`config.mk`:
```
export PLATFORM = sky130hd
export DESIGN_NAME = mux8_scan_arb
export DESIGN_NICKNAME = d
export VERILOG_FILES = /design/src/rtl/mux8_scan_arb.sv
export SDC_FILE = /design/constraint.sdc
export NUM_CORES = 1
export LEC_CHECK = 0
export ABC_CLOCK_PERIOD_IN_PS = 3900
export BUFFER_PORTS_ARGS = -buffer_cell sky130_fd_sc_hd__buf_2
export CAP_MARGIN = 20
export CORE_UTILIZATION = 40
export CTS_CLUSTER_SIZE = 20
export DETAILED_ROUTE_END_ITERATION = 8
export GPL_ROUTABILITY_DRIVEN = 0
export PLACE_DENSITY = 0.61
export SLEW_MARGIN = 20
export SYNTH_ARGS = -nofsm -noshare
export SYNTH_HDL_FRONTEND = slang
export SYNTH_SLANG_ARGS = --single-unit
```
`constraint.sdc`:
```
create_clock -name clk -period 3.9 [get_ports clk]
set_clock_uncertainty 0.2 [all_clocks]
set_input_delay 0.39 -clock clk [delete_from_list [all_inputs] [get_ports clk]]
set_output_delay 0.39 -clock clk [all_outputs]
set_load 0.01 [all_outputs]
```
`src/rtl/mux8_scan_arb.sv`:
```
// Round-robin scan controller for an 8:1 mux: picks a requesting channel, drives sel,
// waits a settle time, captures mux_y and offers it on a valid/ready port.
module mux8_scan_arb #(
  parameter int WIDTH         = 4,
  parameter int SETTLE_CYCLES = 1
) (
  input  logic             clk,
  input  logic             rst_n,
  input  logic [7:0]       req,
  input  logic [WIDTH-1:0] mux_y,
  output logic [2:0]       sel,
  output logic [7:0]       grant,
  output logic             out_valid,
  input  logic             out_ready,
  output logic [WIDTH-1:0] out_data,
  output logic [2:0]       out_ch,
  output logic             busy
);

  typedef enum logic [1:0] {
    IDLE,
    SETTLE,
    HOLD
  } state_t;

  localparam logic [3:0] SETTLE_INIT = 4'(SETTLE_CYCLES);

  state_t           state_q, state_d;
  logic [2:0]       sel_q, sel_d;
  logic [2:0]       last_q, last_d;
  logic [3:0]       cnt_q, cnt_d;
  logic [7:0]       grant_q, grant_d;
  logic             valid_q, valid_d;
  logic [WIDTH-1:0] data_q, data_d;
  logic [2:0]       ch_q, ch_d;
  logic [2:0]       winner;
  logic [2:0]       cand;
  logic             found;

  // First requester strictly after the last-served channel, wrapping 7->0.
  always_comb begin
    winner = last_q;
    cand   = '0;
    found  = 1'b0;
    for (int i = 1; i <= 8; i++) begin
      cand = last_q + 3'(i);
      if (!found && req[cand]) begin
        winner = cand;
        found  = 1'b1;
      end
    end
  end

  always_comb begin
    state_d = state_q;
    sel_d   = sel_q;
    last_d  = last_q;
    cnt_d   = cnt_q;
    grant_d = '0;
    valid_d = valid_q;
    data_d  = data_q;
    ch_d    = ch_q;
    case (state_q)
      IDLE: begin
        if (|req) begin
          sel_d   = winner;
          cnt_d   = SETTLE_INIT;
          state_d = SETTLE;
        end
      end
      SETTLE: begin
        if (cnt_q != 4'd0) begin
          cnt_d = cnt_q - 4'd1;
        end else begin
          data_d  = mux_y;
          ch_d    = sel_q;
          valid_d = 1'b1;
          grant_d = 8'd1 << sel_q;
          last_d  = sel_q;
          state_d = HOLD;
        end
      end
      HOLD: begin
        if (valid_q && out_ready) begin
          valid_d = 1'b0;
          state_d = IDLE;
        end
      end
      default: state_d = IDLE;
    endcase
  end

  // last_q resets to 7 so channel 0 is searched first after reset.
  always_ff @(posedge clk) begin
    if (!rst_n) begin
      state_q <= IDLE;
      sel_q   <= '0;
      last_q  <= 3'd7;
      cnt_q   <= '0;
      grant_q <= '0;
      valid_q <= 1'b0;
      data_q  <= '0;
      ch_q    <= '0;
    end else begin
      state_q <= state_d;
      sel_q   <= sel_d;
      last_q  <= last_d;
      cnt_q   <= cnt_d;
      grant_q <= grant_d;
      valid_q <= valid_d;
      data_q  <= data_d;
      ch_q    <= ch_d;
    end
  end

  assign sel       = sel_q;
  assign grant     = grant_q;
  assign out_valid = valid_q;
  assign out_data  = data_q;
  assign out_ch    = ch_q;
  assign busy      = (state_q != IDLE);

endmodule

```
==> impl_metrics.json <==
{
  "rsz0062_at_grt": "no",
  "cts_max_level": 1,
  "finalHoldViolations": 0,
  "synth_cells": 200,
  "synth_warnings": 0,
  "grt_pass1_wl_um": 6600,
  "p_leak_nw": 0.870,
  "viasPerCell": 5.52,
  "setup_viol_count_final": 0,
  "timing.final.crit_share": 0.786,
  "ioPinCount": 35,
  "antenna_found_initial": 0,
  "initial_utilization": 0.414,
  "yosys.area.top_type": "dfxtp_1",
  "synth_seq_cells": 28,
  "detail_route.wl_per_cell_um": 13.6,
  "grt_overflow_total": 0,
  "grt_pass1_vias": 1407,
  "crit_required_ns": 3.91,
  "placed_area_um2": 2010,
  "fillerInstances": 428,
  "crit_path_start_kind": "flop",
  "crit_chain": "inv_1 > ha_1 > mux4_2 > mux2i_2 > nand2_1 > a32o_1 > a311oi_1 > o211ai_1 > a31oi_1",
  "slew_headroom": 0.596,
  "fin_area_um2": 2080,
  "cts_tree": "yes",
  "synth-main-ff-cell": "dfxtp_1",
  "io_buffers": 34,
  "netlist-cell-type-count": 46,
  "finalNetCount": 254,
  "met3_usage": 0.0322,
  "cap_violations": 0,
  "antennaDiodeCount": 0,
  "multi_input_area_um2": 1170,
  "powerDensity_nw_per_um2": 588,
  "first_iter_violations": 72,
  "critPathKind": "flop to flop",
  "worst_pin_slew_ns": 0.604,
  "grt_usage": 0.167,
  "cp_slowest_cell": "mux4_2",
  "drc": 0,
  "post_cts_buffers": 0,
  "dr.pass1.iters": 4,
  "clockBufferDepth": 2,
  "fin_tns_setup_ns": 0,
  "busiest_layer": "met2",
  "rows": 24,
  "fmax_ghz": 0.326,
  "core_um2": 4350,
  "die_w_um": 69.2,
  "dieArea_um2": 4780,
  "slew_violations": 0,
  "crit_arrival_ns": 3.08,
  "fin_crit_ns": 3.07,
  "critPathMaxStageDelay_ns": 0.65,
  "cts.sinks": 28,
  "peakVddDrop_mv": 0.329,
  "syn_nets": 219,
  "totalWireLength_um": 3880,
  "met2_usage": 0.269,
  "register_area_um2": 561,
  "worst_hold_path_type": "input pin to flop",
  "dp_hpwl_um": 2850,
  "grt_max_degree": 17,
  "async_reset_ff_frac": 0,
  "cts-root-buf": "clkbuf_8",
  "final_layout_size_suffix_gt1_frac": 0.269,
  "syn_avg_cell_area_um2": 9.02,
  "cts_resized": 0,
  "clkTransAtPathRegs_ns": 0.10,
  "syn_to_final_growth_pct": 15.3,
  "crit_path_max_fanout": 10,
  "globalRouteMet1Util": 0.237,
  "status": "complete, no violations",
  "synth_enable_flop_cells": 0,
  "synth_area_leaders": "dfxtp_1 31%, mux4_2 11%, nand2_1 6.9%",
  "synth_top_area_frac": 0.311,
  "postRouteAntennaNets": 0,
  "yosysSeqAreaShare": 0.311,
  "cp-end-kind": "flop",
  "syn_area_um2": 1800,
  "numCtsBuffers": 3,
  "dieHeight_um": 69.2,
  "clk_latency_ns": 0.27,
  "cts_hold_buf": 0,
  "vias": 1578
}
worst max-delay path: cells and delay by family (launching register included):
family,cells,cell delay [ns]
adder cells (fa/ha/maj),1,0.55
flip-flops,1,0.33
buffers and inverters,1,0.12
multiplexers,2,0.95
AO/OA/AOI/OAI,4,0.77
AND/OR/NAND/NOR,1,0.09
cells in the mapped netlist (all sizes together), types with 4 or more instances:
cell type  number
nand2          33
dfxtp          28
nor2           19
a21oi          15
mux2i          11
mux4           10
o21ai           8
inv             6
a211oi          5
buf             5
nand2b          5
nor4            5
ha              4
nand3           4
nand3b          4
nor3            4
xnor2           4
state kept, by name (all words and copies together), names as in the netlist:
register / flops
out_data: 4
state_q: 2
last_q: 3
out_ch: 3
cnt_q: 4
out_valid: 1
sel: 3
grant: 8
logic make-up (layout without fill, tap and decap cells):
logic type / after synthesis / count (layout) / synth area share
xor+xnor: 6 / 6 / 0.0375
fa+ha+maj: 4 / 4 / 0.0277
flops: 28 / 28 / 0.311
mux: 24 / 24 / 0.209
buf+inv: 13 / 47 / 0.0423
compound gates: 41 / 41 / 0.148
simple gates: 84 / 84 / 0.225
cell usage in the layout (no fill, tap or decap), drive strengths merged, types with 4 or more instances in the layout:
cell type / instances
xnor2: 4
a21oi: 15
a211oi: 5
mux4: 10
inv: 6
buf: 37
o21ai: 8
ha: 4
nor4: 5
nor3: 4
nand3b: 4
nand3: 4
nor2: 19
mux2i: 11
nand2: 33
dfxtp: 28
nand2b: 5
report_power, final:
group	internal, mW	switching, mW
clock	0.137	0.0854
combinational	0.284	0.348
sequential	0.328	0.0408
total	0.749	0.474
per-layer routing:
metal	up-vias	share of wire
met3	2	0.046
met5	-	0
met1	738	0.49
met4	0	0.0041
li1	798	-
met2	40	0.46
through the flow:
stage                      util  instances  worst slack (ns)  power, mW  hold slack [ns]
after floorplan               -        200             0.942      0.873            0.260
after global placement    0.461        282             0.892       1.01            0.240
after detailed placement  0.461        282             0.837       1.00            0.243
after CTS                 0.478        286             0.824       1.23            0.138
after global routing      0.478        286             0.595       1.31            0.151
final                     0.478        286             0.833       1.22            0.142
final timing paths:
path / end / depth (start not counted) / startpoint / slack (ns)
worst max register to register: sel[1] / 9 / last_q[1] / 0.83
worst min-delay path: out_data[0] / 3 / mux_y[0] / 0.14
worst max-delay path: sel[1] / 9 / last_q[1] / 0.83
worst min register to register: out_ch[1] / 2 / out_ch[1] / 0.25
final cells by class:
class / count / share of cell area
multi-input cells: 159 / 0.561
repair buffers: 37 / 0.0927
flip-flops and latches: 28 / 0.270
well taps: 52 / 0.0313
inverters: 6 / 0.0108
clock buffers: 3 / 0.0199
clock inverters: 1 / 0.0144
Power figures use the tool's default switching activity.
